`src/rtl/sr_latch_ctrl_pkg.sv`:
```
// Shared definitions for the SR latch sequencer: state encoding and arbitration priority.
package sr_latch_ctrl_pkg;

  typedef enum logic [2:0] {
    ST_INIT    = 3'd0,
    ST_IDLE    = 3'd1,
    ST_PULSE_S = 3'd2,
    ST_PULSE_R = 3'd3,
    ST_GAP     = 3'd4
  } state_e;

  localparam logic PRIO_SET = 1'b0;
  localparam logic PRIO_CLR = 1'b1;

endpackage

```
`src/rtl/sr_latch_ctrl_pulse_timer.sv`:
```
// Loadable down-counter; done is high while the count sits at zero.
module pulse_timer #(
  parameter int unsigned     CNT_W   = 4,
  parameter logic [CNT_W-1:0] RST_VAL = '0
) (
  input  logic             clk,
  input  logic             rst,
  input  logic             load,
  input  logic [CNT_W-1:0] value,
  output logic             done
);

  logic [CNT_W-1:0] cnt_q, cnt_d;

  always_comb begin
    cnt_d = cnt_q;
    if (load)
      cnt_d = value;
    else if (cnt_q != '0)
      cnt_d = cnt_q - 1'b1;
  end

  always_ff @(posedge clk) begin
    if (rst)
      cnt_q <= RST_VAL;
    else
      cnt_q <= cnt_d;
  end

  assign done = (cnt_q == '0);

endmodule

```
`src/rtl/sr_latch_ctrl.sv`:
```
// Sole driver of one SR latch: arbitrates set/clear requests, issues timed S/R pulses,
// and checks latch Q against a shadow bit after each recovery gap.
module sr_latch_ctrl
  import sr_latch_ctrl_pkg::*;
#(
  parameter int unsigned PULSE_CYCLES = 2,
  parameter int unsigned GAP_CYCLES   = 1,
  parameter int unsigned CNT_W        = 4
) (
  input  logic clk,
  input  logic rst,
  input  logic set_req,
  input  logic clr_req,
  input  logic latch_q,
  output logic latch_s,
  output logic latch_r,
  output logic set_ack,
  output logic clr_ack,
  output logic busy,
  output logic q_expected,
  output logic mismatch
);

  // A state is left on the edge where the timer reads zero, so loads are one short of
  // the visible cycle count. INIT starts from reset with the full count because the
  // reset cycle itself shows S=R=0.
  localparam logic [CNT_W-1:0] PULSE_LD   = CNT_W'(PULSE_CYCLES - 1);
  localparam logic [CNT_W-1:0] GAP_LD     = CNT_W'(GAP_CYCLES - 1);
  localparam logic [CNT_W-1:0] INIT_LD    = CNT_W'(PULSE_CYCLES);

  state_e state_q, state_d;
  logic   prio_q, prio_d;
  logic   latch_s_q, latch_s_d;
  logic   latch_r_q, latch_r_d;
  logic   set_ack_q, set_ack_d;
  logic   clr_ack_q, clr_ack_d;
  logic   busy_q, busy_d;
  logic   q_exp_q, q_exp_d;
  logic   mismatch_q, mismatch_d;
  logic   grant_s, grant_r;
  logic   tmr_load;
  logic [CNT_W-1:0] tmr_val;
  logic   tmr_done;

  pulse_timer #(
    .CNT_W   (CNT_W),
    .RST_VAL (INIT_LD)
  ) u_timer (
    .clk   (clk),
    .rst   (rst),
    .load  (tmr_load),
    .value (tmr_val),
    .done  (tmr_done)
  );

  always_comb begin
    state_d    = state_q;
    prio_d     = prio_q;
    q_exp_d    = q_exp_q;
    mismatch_d = mismatch_q;
    set_ack_d  = 1'b0;
    clr_ack_d  = 1'b0;
    tmr_load   = 1'b0;
    tmr_val    = GAP_LD;
    grant_s    = 1'b0;
    grant_r    = 1'b0;

    case (state_q)
      ST_INIT: begin
        if (tmr_done) begin
          state_d  = ST_GAP;
          tmr_load = 1'b1;
          tmr_val  = GAP_LD;
        end
      end
      ST_IDLE: begin
        grant_s = set_req && (!clr_req || (prio_q == PRIO_SET));
        grant_r = clr_req && (!set_req || (prio_q == PRIO_CLR));
        // Priority only rotates on a true conflict.
        if (set_req && clr_req)
          prio_d = ~prio_q;
        if (grant_s) begin
          state_d   = ST_PULSE_S;
          set_ack_d = 1'b1;
          q_exp_d   = 1'b1;
          tmr_load  = 1'b1;
          tmr_val   = PULSE_LD;
        end else if (grant_r) begin
          state_d   = ST_PULSE_R;
          clr_ack_d = 1'b1;
          q_exp_d   = 1'b0;
          tmr_load  = 1'b1;
          tmr_val   = PULSE_LD;
        end
      end
      ST_PULSE_S, ST_PULSE_R: begin
        if (tmr_done) begin
          state_d  = ST_GAP;
          tmr_load = 1'b1;
          tmr_val  = GAP_LD;
        end
      end
      ST_GAP: begin
        if (tmr_done) begin
          state_d = ST_IDLE;
          if (latch_q != q_exp_q)
            mismatch_d = 1'b1;
        end
      end
      default: begin
        state_d  = ST_INIT;
        tmr_load = 1'b1;
        tmr_val  = INIT_LD;
      end
    endcase

    // Outputs are decoded from the next state so they line up with the registered state.
    latch_s_d = (state_d == ST_PULSE_S);
    latch_r_d = (state_d == ST_PULSE_R) || (state_d == ST_INIT);
    busy_d    = (state_d != ST_IDLE);
  end

  always_ff @(posedge clk) begin
    if (rst) begin
      state_q    <= ST_INIT;
      prio_q     <= PRIO_SET;
      latch_s_q  <= 1'b0;
      latch_r_q  <= 1'b0;
      set_ack_q  <= 1'b0;
      clr_ack_q  <= 1'b0;
      busy_q     <= 1'b1;
      q_exp_q    <= 1'b0;
      mismatch_q <= 1'b0;
    end else begin
      state_q    <= state_d;
      prio_q     <= prio_d;
      latch_s_q  <= latch_s_d;
      latch_r_q  <= latch_r_d;
      set_ack_q  <= set_ack_d;
      clr_ack_q  <= clr_ack_d;
      busy_q     <= busy_d;
      q_exp_q    <= q_exp_d;
      mismatch_q <= mismatch_d;
    end
  end

  assign latch_s    = latch_s_q;
  assign latch_r    = latch_r_q;
  assign set_ack    = set_ack_q;
  assign clr_ack    = clr_ack_q;
  assign busy       = busy_q;
  assign q_expected = q_exp_q;
  assign mismatch   = mismatch_q;

endmodule

```
`config.mk`:
```
export PLATFORM = sky130hd
export DESIGN_NAME = sr_latch_ctrl
export DESIGN_NICKNAME = d
export VERILOG_FILES = /design/src/rtl/sr_latch_ctrl_pkg.sv /design/src/rtl/sr_latch_ctrl_pulse_timer.sv /design/src/rtl/sr_latch_ctrl.sv
export SDC_FILE = /design/constraint.sdc
export NUM_CORES = 1
export LEC_CHECK = 0
export ABC_AREA = 1
export BUFFER_PORTS_ARGS = -buffer_cell sky130_fd_sc_hd__buf_4
export CAP_MARGIN = 40
export CELL_PAD_IN_SITES_DETAIL_PLACEMENT = 2
export CELL_PAD_IN_SITES_GLOBAL_PLACEMENT = 2
export CORE_MARGIN = 1
export CORE_UTILIZATION = 25
export CTS_BUF_LIST = sky130_fd_sc_hd__clkbuf_16
export CTS_CLUSTER_DIAMETER = 100
export DETAILED_ROUTE_END_ITERATION = 10
export GPL_TIMING_DRIVEN = 0
export PLACE_DENSITY = 0.65
export SYNTH_ARGS = -nofsm -noshare
export SYNTH_HDL_FRONTEND = slang
export SYNTH_SLANG_ARGS = --single-unit
export TNS_END_PERCENT = 5
```
`constraint.sdc`:
```
create_clock -name clk -period 2.2 [get_ports clk]
set_input_delay 0.22 -clock clk [delete_from_list [all_inputs] [get_ports clk]]
set_output_delay 0.22 -clock clk [all_outputs]
set_load 0.02 [all_outputs]
```
Word level (Yosys, flattened, before mapping). Index checks and enable logic that the tools add are counted.

Flip-flop bits (word level): 15. Logic and storage cells: 59. Input bits: 5. Output and inout bits: 7.

Reduce and logical (&&, ||, !) cells: 21. Muxes and demuxes: 17. Eq/ne operators: 8. Add/subtract/negate cells: 1. Bitwise operators: 2.

Operators by type and width (count): $eq 3x2->1 const B (4); $mux 3 (4); $pmux 3 s3 (1); $mux 1 (8); $mux 4 (2); $logic_not 3->1 (2); $reduce_or 3->1 (2); $logic_not 4->1 (1); $pmux 2 s2 (1); $reduce_and 2->1 (2); $reduce_bool 2->1 (2); $reduce_bool 4->1 (1); $reduce_or 4->1 (1); $sub 4x1->4 const B (1); $eq 3x1->1 const B (1); $eq 3x3->1 const B (1); $logic_and 1x1->1 (3); $logic_or 1x1->1 (3); $ne 3x1->1 const B (1); $pmux 1 s3 (1); $reduce_and 3->1 (1); $logic_not 1->1 (2); $not 1->1 (2); $reduce_or 2->1 (1); $ne 1x1->1 (1).

Depth between registers and ports, before layout.
Depth in word-level cells: 8. Gate-level depth with buffers: 9. Depth with buffers taken out: 9.

Hierarchy. From an unflattened synthesis, not the netlist that was laid out.

Cells, all modules: 113. Area, all modules: 758.2 um2.

Modules (own cells, without submodules): sr_latch_ctrl (cells each 71, seq. area each 220.2 um2, instances 1, area each 513.0 um2); pulse_timer (cells each 42, seq. area each 80.1 um2, instances 1, area each 245.2 um2).

Worst setup path before layout. No wires, ideal clock.

Kind: reg2reg. Start point: register u_timer.cnt_q[0]. End point: register latch_r_q (netlist: latch_r). Library setup time: 112 ps. Buffers on the path: 0. Period minus slack after synthesis: 1181 ps. Setup slack: 1019 ps. Stages on the path, launching flop included: 10. Required time: 2088 ps. Arrival: 1069 ps. Path through: dfxtp_1 inv_1 ha_1 nand2_1 nor2_2 nand2_1 nand3_2 nand2_1 nand2_1 nor2_2.

Cells in the longest elaborated chain, start to end: 5. Elaborated cells on any way between the ends: 7. Classes of those cells: 1 x eq/ne; 3 x mux; 3 x reduce/logical.

Ends and longest elaborated chain: from (decl) (RTL line sr_latch_ctrl_pulse_timer.sv:13) `logic [CNT_W-1:0] cnt_q, cnt_d;`; from (signal assigned) (RTL line sr_latch_ctrl_pulse_timer.sv:27) `cnt_q <= cnt_d;`; $logic_not 4->1 * (RTL line sr_latch_ctrl_pulse_timer.sv:30) `assign done = (cnt_q == '0);`; $mux 3, on equally long branches (RTL line sr_latch_ctrl.sv:104, sr_latch_ctrl.sv:70, sr_latch_ctrl.sv:97); $pmux 3 s3 * (RTL line sr_latch_ctrl.sv:68) `case (state_q)`; $eq 3x2->1 or $logic_not 3->1 (tied branches) (RTL line sr_latch_ctrl.sv:119) `latch_r_d = (state_d == ST_PULSE_R) || (state_d == ST_INIT);`; $logic_or 1x1->1 * (RTL line sr_latch_ctrl.sv:119); to (signal assigned) (RTL line sr_latch_ctrl.sv:138) `latch_r_q <= latch_r_d;`; to (decl) (RTL line sr_latch_ctrl.sv:34) `logic latch_r_q, latch_r_d;`.

Mark *: on every way between the ends. The rest lies on a longest branch, timed or not. A chain may end at the register's enable or synchronous reset.

Final worst setup path. Ends and elaborated chain as after synthesis.

==> results.md <==
- Nets: ~120
- Count of final hold-check violations: 0
- Sequential share of the synthesized area: a little over two fifths
- CP cell instances: inv_1, ha_1, nand2_1, nor2_2, nand2_1, nand3_2, nand2_1, nand2_1, nor2_2
- Synthesized instance count: a little over 90
- CTS tree: yes
- Period minus WS final: about 1.4 ns
- DR DRC count: 0
- Clk Tree Root Cell: clkbuf_16
- Congestion Overflow GR: 0
- Vias: between 600 and 700
- Clk_skew: 0.00255 ns
- Area of placed instances: 822 µm²
- Cts repair resizes: 0
- Post-synthesis average cell area: 7.55 µm²
- Flops & latches, synth: 15
- First-pass GRT wire length: ~2900 µm
- Outcome: finished clean
- Slowest cell on the critical path: dfxtp_1
- Hold path endpoint: state_q[2]
- Static leakage: 0.447 nW
- Critical Path Fanout Max: 5
- Top cells by area, synth: dfxtp_1 (43%), nand2_1 (10%), nor2_1 (5.9%), inv_1 (5.3%), nor2_2 (4.5%)
- Least-Margin Pin Slew: between 0.2 and 0.3 ns
- WP data arrival: 1.54 ns
- Crit path required time: between 2 and 2.5 ns
- Commonest non-fill, non-tap cell in the layout: nand2_1
- Vias/cell: about 4.7
- R2r worst-path depth: 9
- Num rows: 18
- Leading cell types in the layout, fill and taps excluded: nand2_1 (19), dfxtp_1 (15), inv_1 (11), nor2_1 (11), buf_4 (11)
- Pwr Density: 1180 mW/mm²
- Dpl ws: 0.800 ns
- Chip width: about 55 µm
- Initial antenna violation count: 0
- Crit path max-delay family: simple AND/OR/NAND/NOR gates
- Period utilization: 63.7%
- Max-Cap Viols: 0
- WHS Path Cells: 2
- Cts hold-fix bufs: 0
- Max Freq: 0.714 GHz
- Final instance area: 901 µm²
- Initial Util: about 27%
- Final setup TNS: 0 ns
- GRT Resource Usage Total: 14.2%
- Drt initial violations: 5
- Detailed placement HPWL: around 1400 µm
- Worst Hold Class: in2reg
- Worst path bufs/invs: 1
- Start point of the worst hold path: rst
- Worst setup SP type: flip-flop
- Cell variety after synth: 19
- Number of global-route vias before repair: between 600 and 700
- Post-DRT Antenna Nets: 0
- Pre-antenna DRT Iters: 3
- Final core occ: about a third
- Core Region: 0.00257 mm²
- Yosys top cell by area: dfxtp_1
- Yosys Warn Count: 0
- Placer Congestion: ~0.7
- CTS buffer count: 3
- Average routed wire per standard cell: 12.4 µm
- Cell Area, Synth: about 700 µm²
- Final wirelength: roughly 1700 µm
- Setup Crit Path Kind: reg2reg
- Worst R2R Setup Slack: 0.80 ns
- Max stage delay on crit path: between 0.3 and 0.4 ns
- Crit path launch: u_timer.cnt_q[0]
- H-tree depth: 1
- Setup Viol. Count Final: 0
- ANT cells: 0
- Setup Fix Bufs, Post-CTS: 0
- Max IR drop VDD: 0.000506 V
- Reg-to-Reg End: latch_r
- I/O pin total: 12
- Largest net degree at the start of global routing: 9
- Worst-path clk slew: about 0.050 ns
- Top-area cell type share of the netlist area: a little over two fifths
- Chip height: ~55 µm
- RSZ-0062 raised after global routing: no
- Final Max Tran Viols: 0
- I/O Buffers: 11
- Die area: roughly 0.0030 mm²
- Net Count, Synth: 100
- R2R Path Start: u_timer.cnt_q[0]
- Clock sinks: 15
- Growth of design area from synthesis to finish: 28.3%
- Endpoint class of the critical path: flip-flop
- Tot Pwr: between 1 and 1.5 mW
- Share of post-route cells with drive strength above 1: about 28%
- Cell mode on critical path: nand2_1
- Final worst slack: around 0.8 ns
- Rel. slew slack: about four fifths
- CTS Buffer Depth: 2
- Later-pin clock latency in the skew report: ~0.24 ns
==> cells in the mapped netlist, drive strengths merged <==
library cell and instances:
xnor2 1, ha 2, nor2 16, a21oi 1, a21boi 1, o21ai 1, a31o 1, nand2 21
o21bai 1, xor2 2, nand3 9, nand4 4, dfxtp 15, a31oi 3, inv 15
==> registers in the layout, indices dropped and copies added (netlist names) <==
signal	cells
state_q	3
latch_s	1
prio_q	1
mismatch	1
latch_r	1
q_expected	1
clr_ack	1
busy	1
u_timer.cnt_q	4
set_ack	1
==> worst max path at each step <==
stage,to,depth (start not counted)
finish,latch_r,9
global route,latch_r,8
CTS,latch_r,9
detailed placement,latch_r,9
global placement,latch_r,9
floorplan,latch_r,9
==> worst reg2reg max path: stages, from the launching register on <==
cell     delay, ns
dfxtp_1       0.32
inv_1         0.10
ha_1          0.19
nand2_1       0.07
nor2_2        0.19
nand2_1       0.14
nand3_2       0.10
nand2_1       0.06
nand2_1       0.08
nor2_2        0.03
==> cell families (layout without fill, tap and decap cells) <==
logic type / count (synthesis) / count (layout) / share of synthesized area [%]
xor+xnor: 3 / 3 / 3.74
compound gates: 8 / 8 / 7.49
flops: 15 / 15 / 42.8
buf+inv: 15 / 30 / 8.02
fa+ha+maj: 2 / 2 / 3.56
simple gates: 50 / 50 / 34.4
==> metrics by stage <==
stage	hold slack [ns]	std cells
3_3_place_gp	0.444	134
2_1_floorplan	0.289	93
4_1_cts	0.193	138
6_report	0.195	138
3_5_place_dp	0.454	134
5_1_grt	0.206	138
==> per-layer routing <==
| metal | part of all wire (%) | GRT usage [%] | wire length (µm) | vias up |
|---|---|---|---|---|
| met5 | 0 | 0 | 0 | - |
| met4 | 1.1 | 5.00 | 19 | 0 |
| met3 | 4.7 | 5.74 | 81 | 2 |
| met2 | 46 | 23.5 | 779 | 12 |
| met1 | 49 | 16.4 | 831 | 313 |
| li1 | - | - | - | 327 |
==> power by group <==
| group | internal, mW | switching, mW | leakage [nW] | total, mW |
|---|---|---|---|---|
| clock network | 0.240 | 0.107 | 0.0423 | 0.347 |
| logic | 0.131 | 0.204 | 0.282 | 0.335 |
| registers | 0.331 | 0.0492 | 0.122 | 0.380 |
| total | 0.702 | 0.360 | 0.447 | 1.06 |
==> area by class of cell <==
cell class | count | area, µm²
fill | 299 | 1670
multi-input combinational | 63 | 345
clock buffer | 3 | 75.1
tap | 30 | 37.5
sequential | 15 | 300
timing repair buffer | 11 | 82.6
clock inverter | 1 | 3.75
inverter | 15 | 56.3
No activity file was read; power rests on OpenSTA's default activity.
